==> config.mk <==
export PLATFORM = sky130hd
export DESIGN_NAME = rtc_calendar_multi_alarm
export DESIGN_NICKNAME = d
export VERILOG_FILES = /design/src/rtl/rtc_calendar_multi_alarm.sv
export SDC_FILE = /design/constraint.sdc
export NUM_CORES = 1
export LEC_CHECK = 0
export CAP_MARGIN = 0
export CELL_PAD_IN_SITES_DETAIL_PLACEMENT = 1
export CELL_PAD_IN_SITES_GLOBAL_PLACEMENT = 2
export CORE_ASPECT_RATIO = 1.25
export CORE_MARGIN = 2
export CORE_UTILIZATION = 28
export DETAILED_ROUTE_END_ITERATION = 8
export GPL_ROUTABILITY_DRIVEN = 0
export PLACE_DENSITY = 0.76
export SLEW_MARGIN = 20
export SYNTH_ARGS = -nofsm -noshare
export SYNTH_HDL_FRONTEND = slang
export SYNTH_SLANG_ARGS = --single-unit
==> constraint.sdc <==
create_clock -name clk -period 6.4 [get_ports clk]
set_clock_uncertainty 0.15 [all_clocks]
set_input_delay 0.64 -clock clk [delete_from_list [all_inputs] [get_ports clk]]
set_output_delay 0.64 -clock clk [all_outputs]
set_load 0.02 [all_outputs]
==> src/rtl/rtc_calendar_multi_alarm.sv <==
// rtc_calendar_multi_alarm
// Time-of-day and Gregorian calendar driven by an internal seconds prescaler,
// with NUM_ALARMS latched alarm channels, a mm:ss countdown timer and
// validated time/date loading.
// Optional feature macro: RTC_SNOOZE_EN (adds per-channel alarm_snooze input).
module rtc_calendar_multi_alarm #(
    parameter int CLK_DIV      = 1,
    parameter int NUM_ALARMS   = 4,
    parameter int YEAR_MIN     = 2020,
    parameter int YEAR_MAX     = 2099,
    parameter int YEAR_MIN_DOW = 3,
    parameter int SNOOZE_MIN   = 5,
    localparam int IDX_W       = (NUM_ALARMS > 1) ? $clog2(NUM_ALARMS) : 1
) (
    input  logic                  clk,
    input  logic                  reset,
    input  logic                  set_en,
    input  logic [4:0]            set_hour,
    input  logic [5:0]            set_min,
    input  logic [5:0]            set_sec,
    input  logic [4:0]            set_day,
    input  logic [3:0]            set_month,
    input  logic [11:0]           set_year,
    input  logic [2:0]            set_dow,
    output logic                  set_err,
    input  logic                  alarm_wr,
    input  logic [IDX_W-1:0]      alarm_idx,
    input  logic [4:0]            alarm_hour,
    input  logic [5:0]            alarm_min,
    input  logic [5:0]            alarm_sec,
    input  logic                  alarm_en_in,
    input  logic [NUM_ALARMS-1:0] alarm_ack,
`ifdef RTC_SNOOZE_EN
    input  logic [NUM_ALARMS-1:0] alarm_snooze,
`endif
    input  logic                  timer_load,
    input  logic                  timer_start,
    input  logic                  timer_pause,
    input  logic [5:0]            timer_min,
    input  logic [5:0]            timer_sec,
    output logic [4:0]            hour,
    output logic [5:0]            min,
    output logic [5:0]            sec,
    output logic [3:0]            hour12,
    output logic                  pm,
    output logic [4:0]            day,
    output logic [3:0]            month,
    output logic [11:0]           year,
    output logic [2:0]            day_of_week,
    output logic                  sec_pulse,
    output logic [NUM_ALARMS-1:0] alarm_ring,
    output logic [5:0]            timer_count_min,
    output logic [5:0]            timer_count_sec,
    output logic [1:0]            timer_state,
    output logic                  timer_done
);

    localparam int PRE_W = (CLK_DIV > 1) ? $clog2(CLK_DIV) : 1;

    typedef enum logic [1:0] {
        T_IDLE  = 2'd0,
        T_RUN   = 2'd1,
        T_PAUSE = 2'd2,
        T_DONE  = 2'd3
    } tstate_t;

    function automatic logic is_leap(input logic [11:0] y);
        return (((y % 12'd4) == 12'd0) && ((y % 12'd100) != 12'd0)) ||
               ((y % 12'd400) == 12'd0);
    endfunction

    function automatic logic [4:0] days_in_month(input logic [3:0] m, input logic [11:0] y);
        case (m)
            4'd2:                      return is_leap(y) ? 5'd29 : 5'd28;
            4'd4, 4'd6, 4'd9, 4'd11:   return 5'd30;
            default:                   return 5'd31;
        endcase
    endfunction

    logic [PRE_W-1:0] presc_q, presc_d;
    logic [5:0]       sec_q, sec_d, min_q, min_d;
    logic [4:0]       hour_q, hour_d, day_q, day_d;
    logic [3:0]       month_q, month_d;
    logic [11:0]      year_q, year_d;
    logic [2:0]       dow_q, dow_d;
    logic             sec_pulse_q, sec_pulse_d;
    logic             set_err_q, set_err_d;

    logic             tick, tick_eff, set_valid;
    logic [4:0]       dim_cur;

    tstate_t          tstate_q, tstate_d;
    logic [5:0]       tmin_q, tmin_d, tsec_q, tsec_d;
    logic             tdone_q, tdone_d;

    assign tick     = (presc_q == PRE_W'(CLK_DIV - 1));
    assign dim_cur  = days_in_month(month_q, year_q);
    assign set_valid = set_en &&
                       (set_hour <= 5'd23) && (set_min <= 6'd59) && (set_sec <= 6'd59) &&
                       (set_month >= 4'd1) && (set_month <= 4'd12) &&
                       (set_day >= 5'd1) && (set_day <= days_in_month(set_month, set_year)) &&
                       (set_year >= 12'(YEAR_MIN)) && (set_year <= 12'(YEAR_MAX)) &&
                       (set_dow <= 3'd6);
    // A valid load owns the cycle; an invalid one lets the tick proceed.
    assign tick_eff = tick && !set_valid;

    // Next-state for prescaler, time of day and calendar rollover chain.
    always_comb begin
        presc_d     = tick ? '0 : presc_q + PRE_W'(1);
        sec_d       = sec_q;
        min_d       = min_q;
        hour_d      = hour_q;
        day_d       = day_q;
        month_d     = month_q;
        year_d      = year_q;
        dow_d       = dow_q;
        sec_pulse_d = tick_eff;
        set_err_d   = set_en && !set_valid;
        if (set_valid) begin
            presc_d = '0;
            sec_d   = set_sec;
            min_d   = set_min;
            hour_d  = set_hour;
            day_d   = set_day;
            month_d = set_month;
            year_d  = set_year;
            dow_d   = set_dow;
        end else if (tick) begin
            if (sec_q != 6'd59) begin
                sec_d = sec_q + 6'd1;
            end else begin
                sec_d = 6'd0;
                if (min_q != 6'd59) begin
                    min_d = min_q + 6'd1;
                end else begin
                    min_d = 6'd0;
                    if (hour_q != 5'd23) begin
                        hour_d = hour_q + 5'd1;
                    end else begin
                        hour_d = 5'd0;
                        dow_d  = (dow_q == 3'd6) ? 3'd0 : dow_q + 3'd1;
                        if (day_q != dim_cur) begin
                            day_d = day_q + 5'd1;
                        end else begin
                            day_d = 5'd1;
                            if (month_q != 4'd12) begin
                                month_d = month_q + 4'd1;
                            end else begin
                                month_d = 4'd1;
                                if (year_q == 12'(YEAR_MAX)) begin
                                    year_d = 12'(YEAR_MIN);
                                    dow_d  = 3'(YEAR_MIN_DOW);
                                end else begin
                                    year_d = year_q + 12'd1;
                                end
                            end
                        end
                    end
                end
            end
        end
    end

    // Clock/calendar registers.
    always_ff @(posedge clk) begin
        if (reset) begin
            presc_q     <= '0;
            sec_q       <= 6'd0;
            min_q       <= 6'd0;
            hour_q      <= 5'd0;
            day_q       <= 5'd1;
            month_q     <= 4'd1;
            year_q      <= 12'(YEAR_MIN);
            dow_q       <= 3'(YEAR_MIN_DOW);
            sec_pulse_q <= 1'b0;
            set_err_q   <= 1'b0;
        end else begin
            presc_q     <= presc_d;
            sec_q       <= sec_d;
            min_q       <= min_d;
            hour_q      <= hour_d;
            day_q       <= day_d;
            month_q     <= month_d;
            year_q      <= year_d;
            dow_q       <= dow_d;
            sec_pulse_q <= sec_pulse_d;
            set_err_q   <= set_err_d;
        end
    end

    // Alarm channels: programmable time/enable and a latched ring flag each.
    generate
        for (genvar gi = 0; gi < NUM_ALARMS; gi++) begin : g_alarm
            logic [4:0] ah_q, ah_d;
            logic [5:0] am_q, am_d, as_q, as_d;
            logic       aen_q, aen_d, ring_q, ring_d;
            logic       wr_sel, match, snz_hit, snz_clr;

            assign wr_sel = alarm_wr && (alarm_idx == IDX_W'(gi));
            // Only a real second advance can match, so loading the time never rings.
            assign match  = sec_pulse_q && aen_q &&
                            (hour_q == ah_q) && (min_q == am_q) && (sec_q == as_q);

`ifdef RTC_SNOOZE_EN
            logic       pend_q, pend_d;
            logic [4:0] sh_q, sh_d;
            logic [5:0] sm_q, sm_d, ss_q, ss_d;
            logic [6:0] snz_sum;

            assign snz_sum = {1'b0, min_q} + 7'(SNOOZE_MIN % 60);
            assign snz_clr = alarm_snooze[gi] && ring_q;
            assign snz_hit = sec_pulse_q && pend_q &&
                             (hour_q == sh_q) && (min_q == sm_q) && (sec_q == ss_q);

            // Snooze bookkeeping: target time SNOOZE_MIN later, one re-ring per snooze.
            always_comb begin
                pend_d = pend_q;
                sh_d   = sh_q;
                sm_d   = sm_q;
                ss_d   = ss_q;
                if (snz_hit) begin
                    pend_d = 1'b0;
                end
                if (snz_clr) begin
                    pend_d = 1'b1;
                    ss_d   = sec_q;
                    if (snz_sum >= 7'd60) begin
                        sm_d = 6'(snz_sum - 7'd60);
                        sh_d = (hour_q == 5'd23) ? 5'd0 : hour_q + 5'd1;
                    end else begin
                        sm_d = snz_sum[5:0];
                        sh_d = hour_q;
                    end
                end
                if (alarm_ack[gi] || wr_sel) begin
                    pend_d = 1'b0;
                end
            end

            // Snooze registers.
            always_ff @(posedge clk) begin
                if (reset) begin
                    pend_q <= 1'b0;
                    sh_q   <= 5'd0;
                    sm_q   <= 6'd0;
                    ss_q   <= 6'd0;
                end else begin
                    pend_q <= pend_d;
                    sh_q   <= sh_d;
                    sm_q   <= sm_d;
                    ss_q   <= ss_d;
                end
            end
`else
            assign snz_clr = 1'b0;
            assign snz_hit = 1'b0;
`endif

            // Channel write and ring latch; a fresh match beats a same-cycle ack.
            always_comb begin
                ah_d   = ah_q;
                am_d   = am_q;
                as_d   = as_q;
                aen_d  = aen_q;
                ring_d = ring_q;
                if (alarm_ack[gi] || snz_clr) begin
                    ring_d = 1'b0;
                end
                if (wr_sel) begin
                    ah_d   = alarm_hour;
                    am_d   = alarm_min;
                    as_d   = alarm_sec;
                    aen_d  = alarm_en_in;
                    ring_d = 1'b0;
                end
                if (match || snz_hit) begin
                    ring_d = 1'b1;
                end
            end

            // Channel registers.
            always_ff @(posedge clk) begin
                if (reset) begin
                    ah_q   <= 5'd0;
                    am_q   <= 6'd0;
                    as_q   <= 6'd0;
                    aen_q  <= 1'b0;
                    ring_q <= 1'b0;
                end else begin
                    ah_q   <= ah_d;
                    am_q   <= am_d;
                    as_q   <= as_d;
                    aen_q  <= aen_d;
                    ring_q <= ring_d;
                end
            end

            assign alarm_ring[gi] = ring_q;
        end
    endgenerate

    // Countdown timer next state: load > start > pause, then per-second decrement.
    always_comb begin
        tstate_d = tstate_q;
        tmin_d   = tmin_q;
        tsec_d   = tsec_q;
        tdone_d  = 1'b0;
        if (timer_load) begin
            tmin_d   = timer_min;
            tsec_d   = (timer_sec > 6'd59) ? 6'd59 : timer_sec;
            tstate_d = T_IDLE;
        end else if (timer_start &&
                     (((tstate_q == T_IDLE) && ((tmin_q != 6'd0) || (tsec_q != 6'd0))) ||
                      (tstate_q == T_PAUSE))) begin
            tstate_d = T_RUN;
        end else if (timer_pause && (tstate_q == T_RUN)) begin
            tstate_d = T_PAUSE;
        end else if ((tstate_q == T_RUN) && tick_eff) begin
            if (tsec_q != 6'd0) begin
                tsec_d = tsec_q - 6'd1;
            end else begin
                tsec_d = 6'd59;
                tmin_d = tmin_q - 6'd1;
            end
            if ((tmin_q == 6'd0) && (tsec_q == 6'd1)) begin
                tstate_d = T_DONE;
                tdone_d  = 1'b1;
            end
        end
    end

    // Timer registers.
    always_ff @(posedge clk) begin
        if (reset) begin
            tstate_q <= T_IDLE;
            tmin_q   <= 6'd0;
            tsec_q   <= 6'd0;
            tdone_q  <= 1'b0;
        end else begin
            tstate_q <= tstate_d;
            tmin_q   <= tmin_d;
            tsec_q   <= tsec_d;
            tdone_q  <= tdone_d;
        end
    end

    assign hour            = hour_q;
    assign min             = min_q;
    assign sec             = sec_q;
    assign hour12          = (hour_q == 5'd0)  ? 4'd12 :
                             (hour_q > 5'd12)  ? 4'(hour_q - 5'd12) : hour_q[3:0];
    assign pm              = (hour_q >= 5'd12);
    assign day             = day_q;
    assign month           = month_q;
    assign year            = year_q;
    assign day_of_week     = dow_q;
    assign sec_pulse       = sec_pulse_q;
    assign set_err         = set_err_q;
    assign timer_count_min = tmin_q;
    assign timer_count_sec = tsec_q;
    assign timer_state     = tstate_q;
    assign timer_done      = tdone_q;

endmodule

## After elaboration in Yosys (flattened, before gate mapping)

Cells that the tools add are included.

| operators by class | value |
|---|---|
| add/subtract/negate cells | 11 |
| divide/modulo/power cells | 4 |
| $lt $le $gt $ge | 13 |
| equal/unequal tests | 44 |
| muxes and demuxes | 76 |
| bitwise gates (word level) | 2 |
| reduce and logical (&&, ||, !) cells | 80 |

Operators by type and width:

| operator | count |
|---|---|
| 6-bit 2-to-1 mux | 18 |
| 12-bit 2-to-1 mux | 8 |
| 5-bit 2-to-1 mux | 11 |
| 6-bit equality test | 8 |
| 12-bit logical NOT | 4 |
| 1-bit logical AND | 39 |
| 4-bit 2-to-1 mux | 9 |
| 3-bit 2-to-1 mux | 9 |
| 12-bit by 7-bit modulo with 12-bit output, second input constant | 2 |
| 12-bit by 9-bit modulo with 12-bit output, second input constant | 2 |
| 12-bit nonzero test | 2 |
| 5-bit equality test | 4 |
| 3-bit nonzero test | 6 |
| 4-bit by 3-bit equality test with 1-bit output, second input constant | 4 |
| 4-bit equality test, second input constant | 4 |
| 1-bit 2-to-1 mux | 16 |
| 2-bit inequality test, second input constant | 8 |
| 12-bit by 1-bit adder with 12-bit output, second input constant | 1 |
| 6-bit by 1-bit adder with 6-bit output, second input constant | 2 |
| 12-bit equality test, second input constant | 1 |
| 12-bit by 11-bit greater-or-equal comparator with 1-bit output, second input constant | 1 |
| 12-bit <= comparator, second input constant | 1 |
| 6-bit <= comparator, second input constant | 2 |
| 6-bit inequality test, second input constant | 2 |
| other kinds (43) | 66 |

| word-level totals | value |
|---|---|
| register bits after elaboration | 135 |
| input port bits | 84 |
| output and inout bits | 67 |
| logic and storage cells | 265 |

## Depth between registers and ports, before layout

Gate-level depths: netlist of run 1.

| logic depth | value |
|---|---|
| depth in word-level cells | 18 |
| mapped depth | 28 |
| mapped depth without buffers | 23 |

## Least setup slack after synthesis of run 1

OpenSTA, ideal clock, no wires.

| timing path | value |
|---|---|
| path type | input port to flip-flop |
| start point | input set_year[10] |
| end point | register year_q[5], in the netlist year[5] |
| library setup time | 0.120 ns |
| data arrival time | 6.049 ns |
| data required time | 6.130 ns |
| slack | 0.081 ns |
| stages | 25 |
| path buffers | 3 |
| cell sequence | clkbuf_1 o31a_1 o22ai_1 a2111oi_0 o21ai_0 a22o_1 a221oi_1 nor3_1 o41ai_1 and2_1 mux2i_1 o311ai_1 a21oi_1 ha_1 a21oi_1 o21ai_0 o2111a_1 clkbuf_1 a21oi_1 nor3_1 clkbuf_1 nand3_1 xnor2_1 nor2_1 a211o_1 |

| between the ends | value |
|---|---|
| cells in the longest elaborated chain, start to end | 13 |
| elaborated cells between the ends (all ways) | 23 |
| those cells by class | div: 2; order compare: 3; eq/ne: 6; mux: 3; reduce/logical: 9 |

Ends and longest elaborated chain:

| element | line | source |
|---|---|---|
| start, declared | 23 | `input logic [11:0] set_year,` |
| 12-bit by 7-bit modulo with 12-bit output | 68 | `return (((y % 12'd4) == 12'd0) && ((y % 12'd100) != 12'd0)) \|\|` |
| 12-bit nonzero test | 68 |  |
| 1-bit logical AND | 68 |  |
| 1-bit logical OR | 68 |  |
| 1-bit 2-to-1 mux | 74 | `4'd2: return is_leap(y) ? 5'd29 : 5'd28;` |
| 2-bit one-hot mux with 2 select lines | 73 | `case (m)` |
| 5-bit <= comparator | 101 | `(set_day >= 5'd1) && (set_day <= days_in_month(set_month, set_year)) &&` |
| 1-bit logical AND (2 in a row) | 101 |  |
| 1-bit logical AND * (2 in a row) | 102 | `(set_year >= 12'(YEAR_MIN)) && (set_year <= 12'(YEAR_MAX)) &&` |
| 2-bit inequality test (no line) or 2-bit by 1-bit inequality test with 1-bit output (tied branches) | n/a |  |
| 6-bit AND reduction (no line) | n/a |  |
| end signal, assigned | 173 | `year_q <= 12'(YEAR_MIN);` |
| end signal, assigned | 184 | `year_q <= year_d;` |
| end, declared | 84 | `logic [11:0] year_q, year_d;` |

Mark *: on every way between the ends. The rest lies on a longest branch, timed or not.
A chain may end at the register's enable or synchronous reset.

## Worst setup path in the final report of run 1

| timing path | value |
|---|---|
| start point | input set_year[7] |
| end point | register tmin_q[1], in the netlist timer_count_min[1] |

| between the ends | value |
|---|---|
| cells in the longest elaborated chain, start to end | 16 |
| elaborated cells between the ends (all ways) | 20 |
| those cells by class | div: 2; order compare: 3; mux: 2; reduce/logical: 13 |

Ends and longest elaborated chain:

| element | line | source |
|---|---|---|
| 12-bit by 7-bit modulo with 12-bit output | 68 |  |
| 12-bit nonzero test | 68 |  |
| 1-bit logical AND | 68 |  |
| 1-bit logical OR | 68 |  |
| 1-bit 2-to-1 mux | 74 |  |
| 2-bit one-hot mux with 2 select lines | 73 |  |
| 5-bit <= comparator | 101 |  |
| 1-bit logical AND (2 in a row) | 101 |  |
| 1-bit logical AND * (2 in a row) | 102 |  |
| 1-bit logical NOT * | 105 | `assign tick_eff = tick && !set_valid;` |
| 1-bit logical AND * | 105 |  |
| 1-bit logical AND * | 318 | `end else if ((tstate_q == T_RUN) && tick_eff) begin` |
| 2-bit nonzero test (no line) * | n/a |  |
| 4-bit AND reduction (no line) * | n/a |  |
| end signal, assigned | 341 | `tmin_q <= tmin_d;` |
| end, declared | 93 | `logic [5:0] tmin_q, tmin_d, tsec_q, tsec_d;` |

Marked as above.

==> results of run 1 <==
## worst paths after layout
path,start,to,slack [ns]
worst max-delay path,set_year[7],timer_count_min[1]$_SDFFE_PP0P_,0.45
worst min-delay path,g_alarm[2].aen_q$_SDFFE_PP0P_,g_alarm[2].aen_q$_SDFFE_PP0P_,0.31
worst max register to register,year[7]$_SDFFE_PP1P_,year[8]$_SDFFE_PP1P_,1.25
worst min register to register,g_alarm[2].aen_q$_SDFFE_PP0P_,g_alarm[2].aen_q$_SDFFE_PP0P_,0.31
## worst max-delay path: stages
cell             delay [ns]
clkdlybuf4s50_1        0.48
buf_4                  0.20
o31a_1                 0.17
o22ai_1                0.12
a2111oi_2              0.35
buf_4                  0.19
o21ai_1                0.07
a22o_1                 0.23
a221o_1                0.35
a31oi_1                0.20
nor4_1                 0.08
o41ai_1                0.33
buf_4                  0.18
and2_1                 0.15
mux2i_1                0.08
o311ai_1               0.27
a21oi_1                0.11
ha_1                   0.28
a21oi_1                0.13
o21ai_0                0.12
o2111a_2               0.18
nor3b_1                0.25
a21oi_1                0.13
or2_2                  0.44
a211oi_1               0.24
a211oi_1               0.07
## layer usage
layer	GRT usage, %	vias up
li1	-	4973
met1	24.3	4991
met2	38.3	170
met3	2.25	45
met4	7.28	0
met5	0	-
## state kept, by name, summed over array words and instances (netlist names), 5 cells and up
| name | count |
|---|---|
| day | 5 |
| year | 12 |
| g_alarm.ah_q | 20 |
| g_alarm.am_q | 24 |
| g_alarm.as_q | 24 |
| timer_count_min | 6 |
| hour | 5 |
| min | 6 |
| sec | 6 |
| timer_count_sec | 6 |
## repair_timing
item,CTS,global route
buffers inserted,0,0
gates resized for setup,0,8
setup endpoints to repair,0,14
## per-stage QoR
step	TNS [ns]	util, %	setup WS (ns)	power (W)	hold slack, ns
after CTS	0	36.8	0.369	0.00268	0.314
after floorplan	0	-	0.0809	0.00136	0.287
after detailed placement	-0.110	35.1	-0.0384	0.00166	0.305
after global routing	0	36.9	0.0194	0.00279	0.337
final	0	36.9	0.455	0.00265	0.312
after global placement	0	35.1	0.00560	0.00165	0.295
## cells by family (layout without fill, tap and decap cells)
| family | after synthesis | in the layout |
|---|---|---|
| other | 1 | 5 |
| and+or+nand+nor | 528 | 528 |
| adders and majority gates | 22 | 22 |
| AOI/OAI and AO/OA | 383 | 383 |
| DFF | 135 | 135 |
| xor gates and xnor gates | 85 | 85 |
| muxes | 10 | 10 |
| buffers and inverters | 130 | 288 |
## layout by cell type, fill, tap and decap left out, types with 30 or more instances in the layout
| cell | synthesis | routed |
|---|---|---|
| a21oi_1 | 144 | 144 |
| buf_4 | 4 | 76 |
| clkdlybuf4s50_1 | 0 | 149 |
| dfxtp_1 | 135 | 135 |
| nand2_1 | 209 | 209 |
| nand3_1 | 30 | 30 |
| nor2_1 | 88 | 86 |
| nor3_1 | 46 | 46 |
| o21ai_0 | 49 | 47 |
| xnor2_1 | 63 | 63 |
## power groups by stage
stage,Combinational (W),Clock [W],Sequential [W]
after global placement,0.000692,0,0.000958
final,0.000706,0.00101,0.000939
after CTS,0.000707,0.00103,0.000940
after global routing,0.000771,0.00107,0.000946
after detailed placement,0.000703,0,0.000959
after floorplan,0.000419,0,0.000944
## area by class of cell
type                    count  share of cell area, %
repair buffers            226                   16.8
flip-flops and latches    135                   21.8
multi-input cells        1029                   51.4
clock buffers              18                   3.54
clock inverters            14                   1.23
diodes                      4                 0.0807
well taps                 423                   4.27
inverters                  30                  0.908
==> results.py, run 1 <==
metrics = {
    "global_routing": {
        "antenna_found_initial": 4,
        "grt_overflow": 0,
        "grt_pass1_wl_mm": 57.7,
        "grt_pass1_vias": 10400,
        "grt_util_all_layers_pct": 20.6,
        "grt_max_degree": 85,
    },
    "critical_path": {
        "arrival_ns": 6.05,
        "worstSetupStartpointType": "primary input",
        "crit_type": "in -> reg",
        "r2r_cells": 13,
        "critical_path.max_fanout": 14,
        "required_ns": 6.51,
        "endpoint_kind": "flip-flop",
    },
    "logic_synthesis": {
        "synth-main-ff-cell": "dfxtp_1",
        "yosysTopAreaCellShare_pct": 28.3,
        "synth_cell_types": 87,
        "yosysMostFrequentCell": "nand2_1",
        "synth_top_family_by_area": "compound AO/OA/AOI/OAI gates",
        "yosys.area_share.simple_pct": 27.2,
        "synth_compound_area_share_pct": 27.3,
        "synth_edf_count": 0,
        "syn_area_um2": 9560,
        "async_flop_share_pct": 0,
        "synth_common_cells": "nand2_1 (209), a21oi_1 (144), dfxtp_1 (135)",
        "syn-num-nets": 1399,
        "synthAdderAreaFrac_pct": 2.85,
        "seq_area_frac_synth_pct": 28.3,
        "yosys_warnings": 0,
        "synth-xor-area-share_pct": 7.79,
        "ys_seq_elements": 135,
        "synth_area_leaders": "dfxtp_1 (28%), nand2_1 (8.2%), a21oi_1 (7.5%)",
        "synthMuxAreaShare_pct": 1.05,
        "synth_top_area_cell": "dfxtp_1",
        "avgSynthCellArea_um2": 7.39,
        "synthCells": 1294,
    },
    "finish": {
        "nFillCells": 4102,
        "area_growth_pct": 29.7,
        "final_nets": 1544,
        "ff_latch_area_um2": 2700,
        "design_area_um2": 12400,
        "drive_above_1_share_pct": 10.4,
        "multi_input_area_um2": 6380,
        "stdcell_count": 1879,
    },
    "cts": {
        "numCtsBuffers": 17,
        "clkTransAtPathRegs_ns": 0.07,
        "root_buffer": "clkbuf_16",
        "holdBufCountCts": 0,
        "clockBufferDepth": 2,
        "cts_htree_levels": 4,
        "clock_latency_ns": 0.43,
        "cts_tree": "yes",
        "cts.sink_count": 135,
    },
    "pwr": {
        "p_int_w": 0.00176,
        "combinationalPowerShare_pct": 26.6,
        "power_density_nw_per_um2": 214,
        "power_leakage_nw": 4.42,
        "peakVddDrop_mv": 0.168,
        "power_frac_seq_pct": 35.4,
        "switchingPower_w": 0.000894,
        "clkPwrFrac_pct": 37.9,
        "p_sw_share_pct": 33.7,
    },
    "sta": {
        "hold_viol": 0,
        "worst_pin_slew_ns": 0.981,
        "rsz0062_at_grt": "false",
        "relSlewSlack_pct": 34.5,
        "setup_viol": 0,
        "drv_slew": 0,
        "min_period_over_period_pct": 92.9,
        "max_freq_ghz": 0.168,
        "finalCriticalPeriod_ns": 5.95,
    },
    "detailed_routing": {
        "avgViaCountPerCell": 5.42,
        "num_vias": 10200,
        "drtIter0Drc": 469,
        "wl_met3_um": 844,
        "route.detailed.drc": 0,
        "postRouteAntennaNets": 0,
        "wirelength_mm": 37.1,
        "top_layer": "met4",
        "route.met2.wl_mm": 19.5,
        "wl_per_cell_um": 19.8,
        "m1WireLength_mm": 15.8,
        "dr.pass1.iters": 4,
    },
    "floorplan": {
        "dieWidth_um": 169,
        "start_util_pct": 28.5,
        "dieArea_um2": 35700,
        "core_um2": 33600,
        "rows": 75,
        "ios": 151,
        "fp.dieH_um": 211,
    },
    "job": {
        "cap_violations": 0,
    },
    "run_status": {
        "outcome": "complete, no violations",
    },
    "place": {
        "io_buffers": 150,
        "post_dp_cell_area_um2": 11800,
        "place_inst": 1843,
        "hpwl_mm": 28.2,
    },
    "worst_hold_path": {
        "hold_path.class": "reg -> reg",
        "whs_path_depth": 2,
    },
}
Note: power is estimated with default switching activity, not from simulation.
==> run 2: changes to the inputs <==
- CAP_MARGIN: 0 -> default
==> results of run 2 <==
The final DEF is identical to that of run 1; final timing and power are the same.
